**config.mk**
```make
export PLATFORM = sky130hd
export DESIGN_NAME = divider_32bit_flat
export DESIGN_NICKNAME = d
export VERILOG_FILES = /design/src/rtl/divider_32bit_if.sv /design/src/rtl/divider_32bit.sv /design/src/flat_wrapper.sv
export SDC_FILE = /design/constraint.sdc
export NUM_CORES = 1
export LEC_CHECK = 0
export CAP_MARGIN = 15
export CORE_MARGIN = 2
export CORE_UTILIZATION = 57
export DETAILED_ROUTE_END_ITERATION = 8
export GPL_TIMING_DRIVEN = 0
export PLACE_DENSITY = 0.81
export SLEW_MARGIN = 30
export SYNTH_ARGS = -nofsm -noshare
export SYNTH_HDL_FRONTEND = slang
export SYNTH_SLANG_ARGS = --single-unit
```
**constraint.sdc**
```tcl
create_clock -name clock -period 3.97 [get_ports clock]
set_input_delay 0.397 -clock clock [delete_from_list [all_inputs] [get_ports clock]]
set_output_delay 0.397 -clock clock [all_outputs]
set_load 0.01 [all_outputs]
```
**src/rtl/divider_32bit_if.sv**
```systemverilog
// rtl/divider_32bit_if.sv - start/operand/result bundle for divider_32bit
//
// Purpose: groups the divider's command and result signals. The requester
// drives the start pulse and operands; the divider returns the results and
// the ready strobe.
// Ports (signals):
//   ctrl_DIV   start pulse (requester -> divider)
//   dataA      32-bit two's-complement dividend
//   dataB      32-bit two's-complement divisor
//   Quotient   32-bit signed quotient, truncated toward zero
//   Remainder  32-bit signed remainder, sign of the dividend
//   Exception  divide-by-zero or 0x80000000 / -1
//   ResultRDY  one-cycle strobe marking valid results
interface divider_32bit_if;
  logic        ctrl_DIV;
  logic [31:0] dataA;
  logic [31:0] dataB;
  logic [31:0] Quotient;
  logic [31:0] Remainder;
  logic        Exception;
  logic        ResultRDY;

  modport master (
    output ctrl_DIV, dataA, dataB,
    input  Quotient, Remainder, Exception, ResultRDY
  );

  modport slave (
    input  ctrl_DIV, dataA, dataB,
    output Quotient, Remainder, Exception, ResultRDY
  );
endinterface

```
**src/rtl/divider_32bit.sv**
```systemverilog
// rtl/divider_32bit.sv - multi-cycle signed 32-bit restoring divider
//
// Purpose: signed 32/32 division, one quotient bit per cycle via a 33-bit
// trial subtraction. Start edge + 32 iterations + 1 result edge; ResultRDY
// pulses for one cycle after the result edge.
// Ports:
//   clock  sole clock, rising edge
//   reset  synchronous, active-high
//   bus    divider_32bit_if.slave (ctrl_DIV, dataA, dataB in;
//          Quotient, Remainder, Exception, ResultRDY out, all registered)
module divider_32bit (
  input  logic            clock,
  input  logic            reset,
  divider_32bit_if.slave  bus
);

  typedef enum logic [1:0] {IDLE, RUN, DONE} state_t;

  state_t      state, state_nxt;
  logic [5:0]  cnt;
  logic [31:0] d_reg;       // dividend bits shift out, quotient bits shift in
  logic [31:0] b_reg;       // |divisor|
  // The partial remainder always stays below |divisor| <= 2^31, so it fits
  // in 32 bits; the 33rd bit only exists in the shifted/trial values.
  logic [31:0] p_reg;
  logic        sign_a, sign_b;
  logic        exc_zero, exc_ovf;

  logic [31:0] quotient_q, remainder_q;
  logic        exception_q, rdy_q;

  logic        start, last_iter;
  logic [31:0] abs_a, abs_b;
  logic [32:0] p_shift, trial;
  logic [31:0] q_signed, r_signed;

  assign start     = bus.ctrl_DIV;
  assign last_iter = (state == RUN) && (cnt == 6'd32);

  // |0x80000000| wraps back to 0x80000000, which is correct read unsigned.
  assign abs_a = bus.dataA[31] ? (~bus.dataA + 32'd1) : bus.dataA;
  assign abs_b = bus.dataB[31] ? (~bus.dataB + 32'd1) : bus.dataB;

  assign p_shift = {p_reg, d_reg[31]};
  assign trial   = p_shift - {1'b0, b_reg};

  // After 32 iterations d_reg holds the quotient magnitude, p_reg the remainder.
  assign q_signed = (sign_a ^ sign_b) ? (~d_reg + 32'd1) : d_reg;
  assign r_signed = sign_a ? (~p_reg + 32'd1) : p_reg;

  always_ff @(posedge clock) begin
    if (reset) state <= IDLE;
    else       state <= state_nxt;
  end

  always_comb begin
    state_nxt = state;
    if (start) begin
      state_nxt = RUN;
    end else begin
      case (state)
        IDLE:    state_nxt = IDLE;
        RUN:     state_nxt = last_iter ? DONE : RUN;
        DONE:    state_nxt = IDLE;
        default: state_nxt = IDLE;
      endcase
    end
  end

  always_ff @(posedge clock) begin
    if (reset) begin
      cnt         <= 6'd0;
      d_reg       <= 32'd0;
      b_reg       <= 32'd0;
      p_reg       <= 32'd0;
      sign_a      <= 1'b0;
      sign_b      <= 1'b0;
      exc_zero    <= 1'b0;
      exc_ovf     <= 1'b0;
      quotient_q  <= 32'd0;
      remainder_q <= 32'd0;
      exception_q <= 1'b0;
      rdy_q       <= 1'b0;
    end else begin
      rdy_q <= 1'b0;
      if (start) begin
        // A start in RUN or DONE simply overwrites the operation in flight.
        d_reg    <= abs_a;
        b_reg    <= abs_b;
        p_reg    <= 32'd0;
        cnt      <= 6'd0;
        sign_a   <= bus.dataA[31];
        sign_b   <= bus.dataB[31];
        exc_zero <= (bus.dataB == 32'd0);
        exc_ovf  <= (bus.dataA == 32'h8000_0000) && (bus.dataB == 32'hFFFF_FFFF);
      end else if (state == RUN) begin
        if (last_iter) begin
          // Exception cases still iterate so latency is uniform; results are
          // overridden here.
          if (exc_zero) begin
            quotient_q  <= 32'd0;
            remainder_q <= 32'd0;
          end else if (exc_ovf) begin
            quotient_q  <= 32'h8000_0000;
            remainder_q <= 32'd0;
          end else begin
            quotient_q  <= q_signed;
            remainder_q <= r_signed;
          end
          exception_q <= exc_zero | exc_ovf;
          rdy_q       <= 1'b1;
        end else begin
          cnt   <= cnt + 6'd1;
          p_reg <= trial[32] ? p_shift[31:0] : trial[31:0];
          d_reg <= {d_reg[30:0], ~trial[32]};
        end
      end
    end
  end

  assign bus.Quotient  = quotient_q;
  assign bus.Remainder = remainder_q;
  assign bus.Exception = exception_q;
  assign bus.ResultRDY = rdy_q;

endmodule

```
**src/flat_wrapper.sv**
```systemverilog
// flat-port wrapper written by rule: the top's interface ports become plain ports
module divider_32bit_flat 
  (clock, reset, bus_ctrl_DIV, bus_dataA, bus_dataB, bus_Quotient, bus_Remainder, bus_Exception, bus_ResultRDY);
  divider_32bit_if bus_i ();
  input  logic clock;
  input  logic reset;
  input wire logic [$bits(bus_i.ctrl_DIV)-1:0] bus_ctrl_DIV;
  input wire logic [$bits(bus_i.dataA)-1:0] bus_dataA;
  input wire logic [$bits(bus_i.dataB)-1:0] bus_dataB;
  output wire logic [$bits(bus_i.Quotient)-1:0] bus_Quotient;
  output wire logic [$bits(bus_i.Remainder)-1:0] bus_Remainder;
  output wire logic [$bits(bus_i.Exception)-1:0] bus_Exception;
  output wire logic [$bits(bus_i.ResultRDY)-1:0] bus_ResultRDY;
  assign bus_i.ctrl_DIV = bus_ctrl_DIV;
  assign bus_i.dataA = bus_dataA;
  assign bus_i.dataB = bus_dataB;
  assign bus_Quotient = bus_i.Quotient;
  assign bus_Remainder = bus_i.Remainder;
  assign bus_Exception = bus_i.Exception;
  assign bus_ResultRDY = bus_i.ResultRDY;
  divider_32bit u_core (.clock(clock), .reset(reset), .bus(bus_i));
endmodule
```
== After elaboration in Yosys (flattened, before gate mapping) ==
Index checks and enable logic that the tools add are counted.

* Flip-flop bits (word level): 174
* Logic and storage cells: 60

* Reduce and logical (&&, ||, !) cells: 9
* Equality and inequality tests: 5
* Bitwise gates (word level): 10
* Mux-type cells: 16
* Add/sub/neg operators: 6

{| class="wikitable"
|+ Operators by type and width
! operator !! number
|-
| 32-bit two-way mux || 12
|-
| 32-bit by 1-bit adder with 32-bit output (second input constant) || 4
|-
| 32-bit NOT || 4
|-
| 32-bit == test (second input constant) || 2
|-
| 33-bit by 32-bit subtractor with 33-bit output || 1
|-
| 32-bit logical NOT || 1
|-
| 6-bit by 1-bit adder with 6-bit output (second input constant) || 1
|-
| 6-bit == test (second input constant) || 1
|-
| 1-bit NOT || 4
|-
| 2-bit AND reduction || 2
|-
| 1-bit two-way mux || 3
|-
| 3-bit AND reduction || 1
|-
| 3-bit OR reduction || 1
|-
| 2-bit by 1-bit == test with 1-bit output (second input constant) || 1
|-
| 1-bit logical AND || 2
|-
| 2-bit two-way mux || 1
|-
| 2-bit inequality test (second input constant) || 1
|-
| 2-bit nonzero test || 1
|-
| 2-bit OR reduction || 1
|-
| 1-bit OR || 1
|-
| 1-bit bitwise XOR || 1
|}

== Longest topological paths before layout ==
* Depth after elaboration: 5
* Mapped depth: 14
* Gate-level depth less buffers: 12

== Least setup slack after synthesis ==
OpenSTA, ideal clock, no wires.

* Path kind: register to register
* Start point: register u_core.d_reg[31]
* End point: register u_core.p_reg[8]
* Stages on the path, launching flop included: 15
* Period minus slack after synthesis: 3.369 ns
* Setup slack: 0.601 ns
* Buffers on the path: 2
* Library setup time: 0.106 ns
* Data arrival time: 3.263 ns
* Cells stage by stage: dfxtp_1 > inv_1 > ha_1 > fa_1 > nand2b_1 > a21o_1 > a211o_1 > a31o_2 > a21oi_1 > o22ai_1 > xor2_1 > clkbuf_1 > clkbuf_1 > nand4_1 > o311ai_0

* Cells in the longest elaborated chain, start to end: 2

{| class="wikitable"
|+ RTL lines
! item !! line !! source
|-
| start: declaration || divider_32bit.sv:21 || <nowiki>logic [31:0] d_reg;</nowiki>
|-
| start signal: assignment || divider_32bit.sv:88 || <nowiki>d_reg <= abs_a;</nowiki>
|-
| start signal: assignment || divider_32bit.sv:115 || <nowiki>d_reg <= {d_reg[30:0], ~trial[32]};</nowiki>
|-
| 33-bit by 32-bit subtractor with 33-bit output || divider_32bit.sv:45 || <nowiki>assign trial = p_shift - {1'b0, b_reg};</nowiki>
|-
| 32-bit two-way mux || divider_32bit.sv:114 || <nowiki>p_reg <= trial[32] ? p_shift[31:0] : trial[31:0];</nowiki>
|-
| end signal: assignment || divider_32bit.sv:114 ||
|-
| end: declaration || divider_32bit.sv:25 || <nowiki>logic [31:0] p_reg;</nowiki>
|}

No other way between the ends.
A chain may end at the register's enable or synchronous reset.

== Final worst setup path ==
* Start point: register u_core.d_reg[31]
* End point: register u_core.p_reg[0]

* Cells in the longest elaborated chain, start to end: 2

{| class="wikitable"
|+ RTL lines
! item !! line
|-
| 33-bit by 32-bit subtractor with 33-bit output || divider_32bit.sv:45
|-
| 32-bit two-way mux * || divider_32bit.sv:114
|}

Every way passes the cells marked *; elsewhere a longest branch is shown, timed or not.

==> key figures <==
Timing
  – Period utilization: 0.963
  – Achievable Freq: 0.262 GHz
  – Hold slack: 0.461 ns
  – RSZ-0062 raised after global routing: no
  – Max-slew violation count: 0
  – Clock period minus worst slack: 3.82 ns
  – Final WS setup: 0.148 ns
  – Max Clock Skew: 0.00968 ns
  – Fin. Hold Viols: 0
  – Slew HR: 0.471
  – Finish-stage setup viols: 0
  – Least-Margin Pin Slew: 0.784 ns

Drt
  – Wire per inst: 18.3 um
  – Met3 wire length: 3030 um
  – Residual DRC count: 0
  – Drt pass-1 iters: 6
  – Vias/cell: 6.17
  – Top Layer Used: met4
  – Starting DRT DRC Count: 1250
  – Remaining antenna violation count: 0
  – M1 wire length: 15100 um
  – Via count: 11000
  – Detailed-route wire length: 32600 um
  – Met2 WL: 13700 um

Die
  – Boundary Pins: 133
  – Core ar.: 18700 sq um
  – Die Y: 142 um
  – Row count: 50
  – Die area: 20100 sq um
  – Die width: 142 um
  – Initial Utilization: 0.580

Power and ir drop
  – Psw: 1.52 mW
  – Switching Fraction: 0.321
  – Leak pwr: 4.96 nW
  – VDD IR-drop max: 0.000331 V
  – Comb pwr share: 0.247
  – Clock share of power: 0.351
  – Seq pwr share: 0.401
  – Power density over the cells: 361 nW/um^2
  – Internal power: 3.20 mW

Placed design
  – Pre-CTS setup slack: -0.261 ns
  – IO buf count: 132
  – Post-DP HPWL: 25100 um
  – Routability cong.: 0.943

Clock tree
  – CTS buffer count: 17
  – H-tree depth: 4
  – CTS root buf: clkbuf_16
  – Max Root-Sink Buffers: 2
  – Reg clk slew, reported paths: 0.07 ns
  – CTS hold repair buffers: 0
  – Clock Sinks: 173
  – TritonCTS clock tree: yes
  – Skew-Pair Late Insertion Delay: 0.43 ns

Global routing
  – Gr usage total: 0.319
  – GRT Residual Overflow: 0
  – Vias in the first global route: 9892
  – First-pass GRT wire length: 51200 um
  – Largest net degree at the start of global routing: 17
  – Initial antenna violation count: 0

Yosys
  – Syn Area/Cell: 7.87 sq um
  – Netlist area before placement: 10800 sq um
  – Syn Nets: 1485
  – Predominant post-synthesis flop cell: dfxtp_1
  – Synth unique cells: 61
  – Mapped Cells: 1378
  – Synth warnings: 0
  – Fraction of registers with async set/reset: 0
  – Sequential area share after synthesis: 0.319
  – #FFs+latches synth: 173
  – Post-synth EDFFs: 0

Setup path
  – Crit path max fanout: 10
  – Crit. End Element: flop
  – Critical path's slowest cell: dfxtp_1
  – Worst EP required: 4.29 ns
  – Max incr delay on CP: 0.44 ns
  – CP Cell Sequence: inv_1 > ha_1 > fa_1 > nand2b_1 > a21o_1 > a211o_1 > a31o_2 > a21oi_1 > o22ai_1 > xor2_2 > buf_2 > clkbuf_2 > nand4_1 > o311ai_0
  – CP arrival: 4.15 ns
  – Critical path startpoint category: flop
  – Crit path kind: reg2reg

Layout
  – Fill cell count: 1543
  – Final nets: 1637
  – Area grow syn2layout: 20.4%
  – # diodes: 0
  – Layout cells sized above 1: 0.0402

Flow run
  – Max cap viols: 0

Min path
  – Hold Path Class: reg2reg

Status
  – Status: finished clean
[Yosys cell counts (11+ instances only)]
library cell,instances,area [sq um]
nand2_1,121,454
and2_1,17,106
xor2_1,70,613
mux2i_1,28,280
o41ai_1,16,140
nor2_1,169,634
or4_1,16,120
nand3_1,17,85.1
nor3_1,16,80.1
a21oi_1,117,586
nand4_1,16,100
nor4_1,14,87.6
or2_2,12,75.1
a22o_1,11,96.3
clkbuf_1,76,285
a22oi_1,42,315
o21ai_0,70,350
a21o_1,13,97.6
xnor2_1,82,718
dfxtp_1,173,3460
ha_1,39,488
inv_1,46,173
nand2b_1,13,81.3
o31ai_1,36,270
a211oi_1,52,390
[final timing paths]
path | from | to | slack (ns) | cells past startpoint
max | u_core.d_reg[31]$_SDFFE_PP0P_ | u_core.p_reg[0]$_SDFFE_PP0P_ | 0.15 | 14
min | u_core.b_reg[31]$_SDFFE_PP0P_ | u_core.b_reg[31]$_SDFFE_PP0P_ | 0.46 | 2
max reg2reg | u_core.d_reg[31]$_SDFFE_PP0P_ | u_core.p_reg[0]$_SDFFE_PP0P_ | 0.15 | 14
min reg2reg | u_core.b_reg[31]$_SDFFE_PP0P_ | u_core.b_reg[31]$_SDFFE_PP0P_ | 0.46 | 2
[metal layers]
layer,track usage,up-vias
met2,0.466,512
met3,0.0619,55
met5,0,-
li1,-,5251
met4,0.106,0
met1,0.470,5140
[cell usage in the layout, fill, tap and decap left out, drive strengths merged, types with 12 or more instances in the layout]
cell,count
or4,18
o31ai,37
a21oi,117
mux2i,28
clkbuf,96
nand3,17
or3,12
and2,17
clkdlybuf4s50,132
dfxtp,173
a22oi,42
xnor2,82
a21o,13
nor4,15
xor2,70
nor3,16
ha,39
o21ai,70
a211oi,52
or2,12
o41ai,16
nand2b,13
nand4,16
nor2,169
inv,49
nand2,122
[critical path: cells and delay by family (launching register included)]
family | cells | cell delay [ns]
AND/OR/NAND/NOR | 2 | 0.32
flip-flops | 1 | 0.44
AO/OA/AOI/OAI | 6 | 1.35
adder cells (fa/ha/maj) | 2 | 0.62
buffers and inverters | 3 | 0.68
XOR/XNOR | 1 | 0.28
[cells by family (layout without fill, tap and decap cells)]
family,count (synthesis),after routing,synth area share
mux,30,30,0.0279
simple gates,452,452,0.198
xor+xnor,152,152,0.123
compound gates,402,402,0.241
fa+ha+maj,40,40,0.0468
buf+inv,129,294,0.0448
flops,173,173,0.319
[metrics by stage]
stage          area (sq um)  total power, mW   util  std cells  setup TNS [ns]
2_1_floorplan         10800             2.71      -       1378               0
3_3_place_gp          12500             3.04  0.666       1744           -1.81
3_5_place_dp          12500             3.06  0.666       1744           -1.88
4_1_cts               13000             4.69  0.697       1776               0
5_1_grt               13100             4.91  0.698       1777               0
6_report              13100             4.72  0.698       1777               0
[cell type report]
class                      count  area, sq um  share of cell area
buffer                        83          317              0.0242
clock buffer                  21          470              0.0360
clock inverter                11          108             0.00824
inverter                      46          173              0.0132
multi-input combinational   1076         6910               0.529
sequential                   173         3460               0.265
tap                          234          293              0.0224
timing repair buffer         133         1330               0.102
[power by group through the flow]
| stage | Clock [mW] | Sequential (mW) | Combinational (mW) |
|---|---|---|---|
| after global placement | 0 | 1.92 | 1.12 |
| after floorplan | 0 | 1.89 | 0.814 |
| final | 1.66 | 1.89 | 1.17 |
| after global routing | 1.73 | 1.90 | 1.28 |
| after CTS | 1.66 | 1.89 | 1.14 |
| after detailed placement | 0 | 1.93 | 1.13 |
[timing repair]
item | CTS | global route
gates resized for setup | 3 | 3
pin swaps | 0 | 1
setup buffers | 0 | 1
setup endpoints to repair | 11 | 16
No activity file was read; power rests on OpenSTA's default activity.
